<file path="config.mk">
export PLATFORM = sky130hd
export DESIGN_NAME = baby_loader_flat
export DESIGN_NICKNAME = d
export VERILOG_FILES = /design/src/rtl/baby_loader_if.sv /design/src/rtl/baby_loader.sv /design/src/flat_wrapper.sv
export SDC_FILE = /design/constraint.sdc
export NUM_CORES = 1
export LEC_CHECK = 0
export CAP_MARGIN = 20
export CORE_UTILIZATION = 53
export CTS_CLUSTER_DIAMETER = 80
export DETAILED_ROUTE_END_ITERATION = 10
export HOLD_SLACK_MARGIN = 0.1
export PLACE_DENSITY_LB_ADDON = 0.25
export SYNTH_ARGS = -nofsm -noshare
export SYNTH_HDL_FRONTEND = slang
export SYNTH_SLANG_ARGS = --single-unit
</file>
<file path="constraint.sdc">
create_clock -name clk -period 1.78 [get_ports clk]
set_input_delay 0.356 -clock clk [delete_from_list [all_inputs] [get_ports clk]]
set_output_delay 0.356 -clock clk [all_outputs]
set_load 0.01 [all_outputs]
</file>
<file path="src/rtl/baby_loader_if.sv">
// Byte-stream receive handshake and store write port of the Baby loader.
// master drives the byte stream and consumes store writes; slave is the loader.
interface baby_loader_if;
    logic [7:0]  rx_data;
    logic        rx_valid;
    logic        rx_ready;
    logic [4:0]  ram_addr;
    logic [31:0] ram_din;
    logic        ram_we;

    modport master (
        output rx_data,
        output rx_valid,
        input  rx_ready,
        input  ram_addr,
        input  ram_din,
        input  ram_we
    );

    modport slave (
        input  rx_data,
        input  rx_valid,
        output rx_ready,
        output ram_addr,
        output ram_din,
        output ram_we
    );
endinterface

</file>
<file path="src/rtl/baby_loader.sv">
// Serial frame loader for the Baby store: header, little-endian words, XOR checksum.
// Writes each word one cycle after its last byte and releases the core on a good frame.
module baby_loader #(
    parameter logic [7:0]  HEADER = 8'h55,
    parameter int unsigned WORDS  = 32
) (
    input  logic         clk,
    input  logic         rst_n,
    baby_loader_if.slave bus,
    output logic         cpu_hold,
    output logic         start,
    output logic         err,
    output logic [5:0]   words_loaded
);

    typedef enum logic [2:0] {
        IDLE,
        DATA,
        CSUM,
        DONE,
        ERROR
    } state_t;

    localparam logic [4:0] LAST_IDX = 5'(WORDS - 1);

    state_t      state_q, state_d;
    logic [1:0]  byte_cnt_q, byte_cnt_d;
    logic [4:0]  word_idx_q, word_idx_d;
    logic [23:0] word_q, word_d;
    logic [7:0]  xor_q, xor_d;
    logic        we_q, we_d;
    logic [4:0]  addr_q, addr_d;
    logic [31:0] din_q, din_d;
    logic        ready_q, ready_d;
    logic        hold_q, hold_d;
    logic        start_q, start_d;
    logic        err_q, err_d;
    logic [5:0]  loaded_q, loaded_d;
    logic        accept;

    assign accept = bus.rx_valid && ready_q;

    always_ff @(posedge clk or negedge rst_n) begin
        if (!rst_n) begin
            state_q    <= IDLE;
            byte_cnt_q <= '0;
            word_idx_q <= '0;
            word_q     <= '0;
            xor_q      <= '0;
            we_q       <= 1'b0;
            addr_q     <= '0;
            din_q      <= '0;
            ready_q    <= 1'b0;
            hold_q     <= 1'b1;
            start_q    <= 1'b0;
            err_q      <= 1'b0;
            loaded_q   <= '0;
        end else begin
            state_q    <= state_d;
            byte_cnt_q <= byte_cnt_d;
            word_idx_q <= word_idx_d;
            word_q     <= word_d;
            xor_q      <= xor_d;
            we_q       <= we_d;
            addr_q     <= addr_d;
            din_q      <= din_d;
            ready_q    <= ready_d;
            hold_q     <= hold_d;
            start_q    <= start_d;
            err_q      <= err_d;
            loaded_q   <= loaded_d;
        end
    end

    always_comb begin
        state_d    = state_q;
        byte_cnt_d = byte_cnt_q;
        word_idx_d = word_idx_q;
        word_d     = word_q;
        xor_d      = xor_q;
        we_d       = 1'b0;
        addr_d     = addr_q;
        din_d      = din_q;
        hold_d     = hold_q;
        err_d      = err_q;
        // words_loaded counts completed store writes
        loaded_d   = we_q ? loaded_q + 6'd1 : loaded_q;

        unique case (state_q)
            IDLE: begin
                if (accept && bus.rx_data == HEADER) begin
                    state_d    = DATA;
                    byte_cnt_d = '0;
                    word_idx_d = '0;
                    xor_d      = '0;
                    loaded_d   = '0;
                    hold_d     = 1'b1;
                    err_d      = 1'b0;
                end
            end
            DATA: begin
                if (accept) begin
                    xor_d      = xor_q ^ bus.rx_data;
                    byte_cnt_d = byte_cnt_q + 2'd1;
                    unique case (byte_cnt_q)
                        2'd0: word_d[7:0]   = bus.rx_data;
                        2'd1: word_d[15:8]  = bus.rx_data;
                        2'd2: word_d[23:16] = bus.rx_data;
                        2'd3: begin
                            // last byte bypasses word_q so the write issues on the next cycle
                            we_d       = 1'b1;
                            addr_d     = word_idx_q;
                            din_d      = {bus.rx_data, word_q};
                            word_idx_d = word_idx_q + 5'd1;
                            if (word_idx_q == LAST_IDX) begin
                                state_d = CSUM;
                            end
                        end
                        default: ;
                    endcase
                end
            end
            CSUM: begin
                if (accept) begin
                    state_d = (bus.rx_data == xor_q) ? DONE : ERROR;
                end
            end
            DONE:    state_d = IDLE;
            ERROR:   state_d = IDLE;
            default: state_d = IDLE;
        endcase

        start_d = (state_d == DONE);
        if (state_d == DONE) begin
            hold_d = 1'b0;
        end
        if (state_d == ERROR) begin
            err_d = 1'b1;
        end
        ready_d = (state_d == IDLE) || (state_d == DATA) || (state_d == CSUM);
    end

    assign bus.rx_ready  = ready_q;
    assign bus.ram_addr  = addr_q;
    assign bus.ram_din   = din_q;
    assign bus.ram_we    = we_q;
    assign cpu_hold      = hold_q;
    assign start         = start_q;
    assign err           = err_q;
    assign words_loaded  = loaded_q;

endmodule

</file>
<file path="src/flat_wrapper.sv">
// flat-port wrapper written by rule: the top's interface ports become plain ports
module baby_loader_flat 
#(
    parameter logic [7:0]  HEADER = 8'h55,
    parameter int unsigned WORDS  = 32
)
  (clk, rst_n, cpu_hold, start, err, words_loaded, bus_rx_data, bus_rx_valid, bus_rx_ready, bus_ram_addr, bus_ram_din, bus_ram_we);
  baby_loader_if bus_i ();
  input  logic clk;
  input  logic rst_n;
  output logic cpu_hold;
  output logic start;
  output logic err;
  output logic [5:0] words_loaded;
  input wire logic [$bits(bus_i.rx_data)-1:0] bus_rx_data;
  input wire logic [$bits(bus_i.rx_valid)-1:0] bus_rx_valid;
  output wire logic [$bits(bus_i.rx_ready)-1:0] bus_rx_ready;
  output wire logic [$bits(bus_i.ram_addr)-1:0] bus_ram_addr;
  output wire logic [$bits(bus_i.ram_din)-1:0] bus_ram_din;
  output wire logic [$bits(bus_i.ram_we)-1:0] bus_ram_we;
  assign bus_i.rx_data = bus_rx_data;
  assign bus_i.rx_valid = bus_rx_valid;
  assign bus_rx_ready = bus_i.rx_ready;
  assign bus_ram_addr = bus_i.ram_addr;
  assign bus_ram_din = bus_i.ram_din;
  assign bus_ram_we = bus_i.ram_we;
  baby_loader #(.HEADER(HEADER), .WORDS(WORDS)) u_core (.clk(clk), .rst_n(rst_n), .bus(bus_i), .cpu_hold(cpu_hold), .start(start), .err(err), .words_loaded(words_loaded));
endmodule
</file>
== Word level (Yosys, flattened, before mapping) ==
Cells that the tools add are included.
Word-level totals
  output and inout port bits: 48
  word-level logic and storage cells: 83
  register bits after elaboration: 90
  input port bits: 11
Cells by class
  mux-type cells: 29
  bitwise gates (word level): 1
  equal/unequal tests: 15
  reduce and logical (&&, ||, !) cells: 20
  $add $sub $neg: 3
Operators with widths (count)
  3-bit two-way mux: 6
  6-bit two-way mux: 3
  8-bit two-way mux: 2
  8-bit case mux with 2 select lines: 1
  5-bit two-way mux: 3
  3-bit AND reduction: 5
  5-bit case mux with 2 select lines: 1
  2-bit nonzero test: 5
  3-bit by 2-bit == test with 1-bit output (second input constant): 3
  1-bit two-way mux: 9
  3-bit case mux with 3 select lines: 1
  8-bit by 7-bit == test with 1-bit output (second input constant): 1
  8-bit == test: 1
  8-bit XOR: 1
  6-bit by 1-bit adder with 6-bit output (second input constant): 1
  3-bit by 1-bit == test with 1-bit output (second input constant): 2
  3-bit logical NOT: 2
  2-bit by 1-bit != test with 1-bit output (second input constant): 3
  5-bit by 1-bit adder with 5-bit output (second input constant): 1
  5-bit == test (second input constant): 1
  2-bit == test (second input constant): 2
  2-bit two-way mux: 2
  2-bit case mux with 2 select lines: 1
  2-bit AND reduction: 2
  7 further kinds: 9

== Longest topological paths before layout ==
  word-level depth: 8
  depth in mapped cells: 7
  depth with buffers taken out: 6

== Worst setup path after synthesis ==
Ideal clock, no wire load.
  path kind: register to register
  start: register u_core.state_q[2]
  end: register u_core.xor_q[0]
  arrival: 1.434 ns
  clock period less this slack: 1.560 ns
  setup slack: 0.220 ns
  library setup time: 0.126 ns
  path buffers: 2
  cell stages (with the launch flop): 7
  data required time: 1.654 ns
  cell sequence: dfrtp_1 > nor3b_4 > and2_4 > buf_8 > buf_8 > nor2_2 > a221o_1
Between the ends
  longest elaborated chain between the ends: 3
  elaborated cells between the ends (all ways): 7
  classes of those cells: eq/ne (3); mux (1); reduce/logical (3)
Ends and longest elaborated chain
  from (decl): line baby_loader.sv:26  | state_t state_q, state_d;
  from (signal assigned): line baby_loader.sv:59  | state_q <= state_d;
  3-bit by 1-bit == test with 1-bit output or 3-bit logical NOT (tied branches): line baby_loader.sv:89  | unique case (state_q)
  2-bit by 1-bit != test with 1-bit output (no line) or 2-bit nonzero test (tied branches)
  3-bit AND reduction (no line)
  to (signal assigned): line baby_loader.sv:63  | xor_q <= xor_d;
  to (decl): line baby_loader.sv:30  | logic [7:0] xor_q, xor_d;
Parallel ways exist; a longest one is shown, timed or not.
A chain may end at the register's enable or synchronous reset.

== Final worst setup path ==
  start: register u_core.we_q, in the netlist u_core.bus.ram_we
  end: output bus_ram_we
RTL lines
  from (decl): line baby_loader.sv:31  | logic we_q, we_d;
  from (signal assigned): line baby_loader.sv:64  | we_q <= we_d;
  to (decl): line flat_wrapper.sv:20  | output wire logic [$bits(bus_i.ram_we)-1:0] bus_ram_we;
No word-level cell between the ends.

==> summary.txt <==
Synth
  • Main synth FF type: dfrtp_1
  • Largest family of logic cells by synthesized area: simple AND/OR/NAND/NOR gates
  • Mapped Nets: 367
  • Post-synthesis compound-gate area fraction: between 3 and 4%
  • #FFs+latches synth: 90
  • Synth Area in Adders: 2.30%
  • Syn. warnings: 0
  • Ys async rst share: 100%
  • Syn Area/Cell: 10.9 um2
  • Synth unique cells: 43
  • EDFF count, synth: 0
  • Synth Area in Simple Gates: 20.5%
  • Cells after Synth: 349
  • Post-synthesis sequential area ratio: 59.2%
  • Syn Std Cell Area: between 3000 and 4000 um2
  • Mux contribution to synthesized area: 7.36%
  • Xor/xnor cell area share of the yosys netlist: 3.68%

Critical path
  • CP Cell Sequence: clkdlybuf4s50_1
  • Worst Setup Start Kind: flop
  • Critical path class: flop to output pin
  • Critical Path RT: 1.42 ns
  • Crit-path leading delay family: buffers and inverters
  • Critical-path top delay cell: clkdlybuf4s50_1
  • R2r setup slk: 0.13 ns
  • CP peak stage delay: 0.56 ns
  • Bufs and invs on worst path: 1
  • R2R cell count: 5
  • RR Startpoint: u_core.state_q[1]
  • CP Max Fanout: 6
  • Worst setup EP type: output pin
  • Crit path arrival time: 1.33 ns
  • R2R Path End: u_core.word_q[23]

Global routing
  • First-pass GRT wire length: 13,400 um
  • Vias in the first global route: roughly 2,600
  • GRT Overall Usage: 24.0%
  • GRT Residual Overflow: 0
  • Initial antenna violation count: 0
  • Pin count of the biggest net entering global routing: 47

Timing
  • Final setup viols: 0
  • Unrepaired setup endpoints after global routing: false
  • Pins Over Slew Limit: 0
  • Measured slew at the worst slew-check pin: 0.332 ns
  • Final min period: 1.69 ns
  • Period utilization: 95.0%
  • Worst Slack Setup Final: 0.0896 ns
  • Fmax: 592 MHz
  • Worst Clk Skew: 0.00908 ns
  • Final Hold Vio Count: 0
  • Rel. slew slack: 77.9%

Pwr
  • Psw: 1.59 mW
  • Sw Share: 28.7%
  • Clock power share: 25.4%
  • Power Total: about 5.6 mW
  • P_int: between 3 and 4 mW
  • Part of the power in combinational logic: 24.1%
  • P_leak: 2.41 nW
  • Sequential Power Share: 50.5%
  • Worst IR Drop VDD: 0.000616 V
  • Pwr Density: 1140 nW/um2

Clock tree
  • Cts bufs inserted: 9
  • # H-tree levels: 3
  • CTS clk-pin slew, worst paths: around 0.08 ns
  • Clk buf depth: 2
  • Clock Latency Late Sink: 0.35 ns
  • CTS tree: built
  • Clock root buffer: clkbuf_8
  • Sink Count: 90

Worst hold path
  • Hold Path Class: input port to async pin

Finish
  • Final Cell Area: 4860 um2
  • Diode count: 0
  • Register area: 2250 um2
  • Final nets: 447
  • P&R area growth vs syn: 27.5%
  • Final core utilization: between 70% and 80%
  • Area of the multi-input gates: between 1000 and 1500 um2
  • Commonest non-fill, non-tap cell in the layout: nand2_1
  • Fill cell count: 534
  • Share of layout cells above drive strength 1: between 10% and 20%
  • Most frequent cells in the layout: nand2_1 (116), dfrtp_1 (88), clkdlybuf4s50_1 (56)

Run
  • Max-cap violations: 0

Place
  • PortBufs: 58
  • RePlAce Congestion: 0.849
  • Placed Instance Area: 4630 um2
  • Pre-CTS WS: -0.167 ns
  • HPWL after detailed placement: 5790 um

Detailed routing
  • Vias: 2,737
  • Via/cell ratio: just over 5
  • Drt wl/cell: around 15 um
  • DRT Pass-1 Iters: 4
  • Residual DRC: 0
  • Total wire length: 8100 um
  • Routed Antenna Nets: 0
  • Initial DRC count: 134

Floorplan
  • Die X: 86.8 um
  • Die area: 7530 um2
  • Core Rows: 30
  • Num ports: between 50 and 60
  • Die Y: slightly below 90 um
  • Initial core utilization: 55.4%
  • CORE AREA: slightly below 7000 um2

Run status
  • Status: completed
==> worst max path at each step <==
stage	start	to	slack [ns]	cells past startpoint
final	u_core.bus.ram_we	bus_ram_we	0.09	1
after floorplan	u_core.state_q[2]	u_core.xor_q[0]	0.22	6
after global placement	bus_rx_valid	u_core.state_q[0]	-0.15	5
after CTS	u_core.bus.ram_we	bus_ram_we	0.01	1
after detailed placement	bus_rx_valid	u_core.err	-0.17	5
after global routing	u_core.state_q[1]	u_core.xor_q[2]	0.02	6
==> through the flow <==
stage / setup TNS (ns) / std cells / hold WS, ns
finish: 0 / 530 / 0.419
global route: 0 / 530 / 0.425
CTS: 0 / 528 / 0.413
detailed placement: -9.20 / 511 / 0.251
global placement: -8.57 / 511 / 0.242
floorplan: 0 / 349 / 0.0604
==> cell families after synthesis <==
| logic type | Yosys count |
|---|---|
| and+or+nand+nor | 170 |
| buffers and inverters | 21 |
| AOI/OAI and AO/OA | 20 |
| muxes | 25 |
| DFF | 90 |
| adders and majority gates | 7 |
| xor gates and xnor gates | 16 |
==> synthesized netlist by cell type, types with 2 or more instances <==
master      n  area (um2)
a21oi_1     4        20.0
a221o_1     4        40.0
a22o_1      2        17.5
a31oi_1     2        12.5
buf_2       8        40.0
buf_4       2        15.0
buf_8       2        30.0
clkbuf_1    3        11.3
clkbuf_2    2        10.0
dfrtp_1    89        2230
ha_1        7        87.6
inv_1       3        11.3
mux2_2     24         270
nand2_1   116         435
nand2_4     3        33.8
nand2b_1    5        31.3
nand3_1     5        25.0
nand4_1     5        31.3
nor2_1     14        52.6
nor2b_1     4        25.0
nor3b_1     5        37.5
o21ai_0     3        15.0
o22ai_1     2        12.5
or3_1       2        12.5
xnor2_1    10        87.6
xor2_1      6        52.6
==> registers in the layout, summed over array words and instances (netlist names), 2 cells and up <==
signal and cells:
u_core.bus.ram_addr 5, u_core.bus.ram_din 32, u_core.byte_cnt_q 2, u_core.state_q 3, u_core.word_idx_q 5, u_core.word_q 24, u_core.words_loaded 6, u_core.xor_q 8
==> power groups by stage <==
| stage | registers [mW] | clock network (mW) | logic (mW) |
|---|---|---|---|
| 2_1_floorplan | 2.85 | 0 | 0.677 |
| 3_3_place_gp | 2.82 | 0 | 1.28 |
| 3_5_place_dp | 2.84 | 0 | 1.33 |
| 4_1_cts | 2.80 | 1.44 | 1.35 |
| 5_1_grt | 2.86 | 1.53 | 1.47 |
| 6_report | 2.81 | 1.41 | 1.34 |
==> repair_timing <==
| action | 4_1_cts | 5_1_grt |
|---|---|---|
| hold buffers | 1 | 0 |
| pin swaps | 0 | 1 |
| gates resized for setup | 1 | 1 |
| hold endpoints to repair | 17 | 0 |
| cloned | 0 | 0 |
| buffers inserted | 0 | 2 |
| setup endpoints to repair | 1 | 15 |
==> layout make-up <==
type	instances	area share, %
sequential	90	46.4
multi-input combinational	238	29.5
timing repair buffer	86	17.0
clock buffer	13	3.27
tap	96	2.47
clock inverter	3	0.979
inverter	4	0.309
==> layer usage <==
layer  share of wire [%]  global-route usage [%]  vias up  wire length [um]
li1                    -                       -     1313                 -
met1                  46                    34.1     1347              3720
met2                  48                    37.0       70              3920
met3                 4.7                    4.57        7               381
met4                0.99                    8.94        0                80
met5                   0                       0        -                 0
Power figures use the tool's default switching activity.
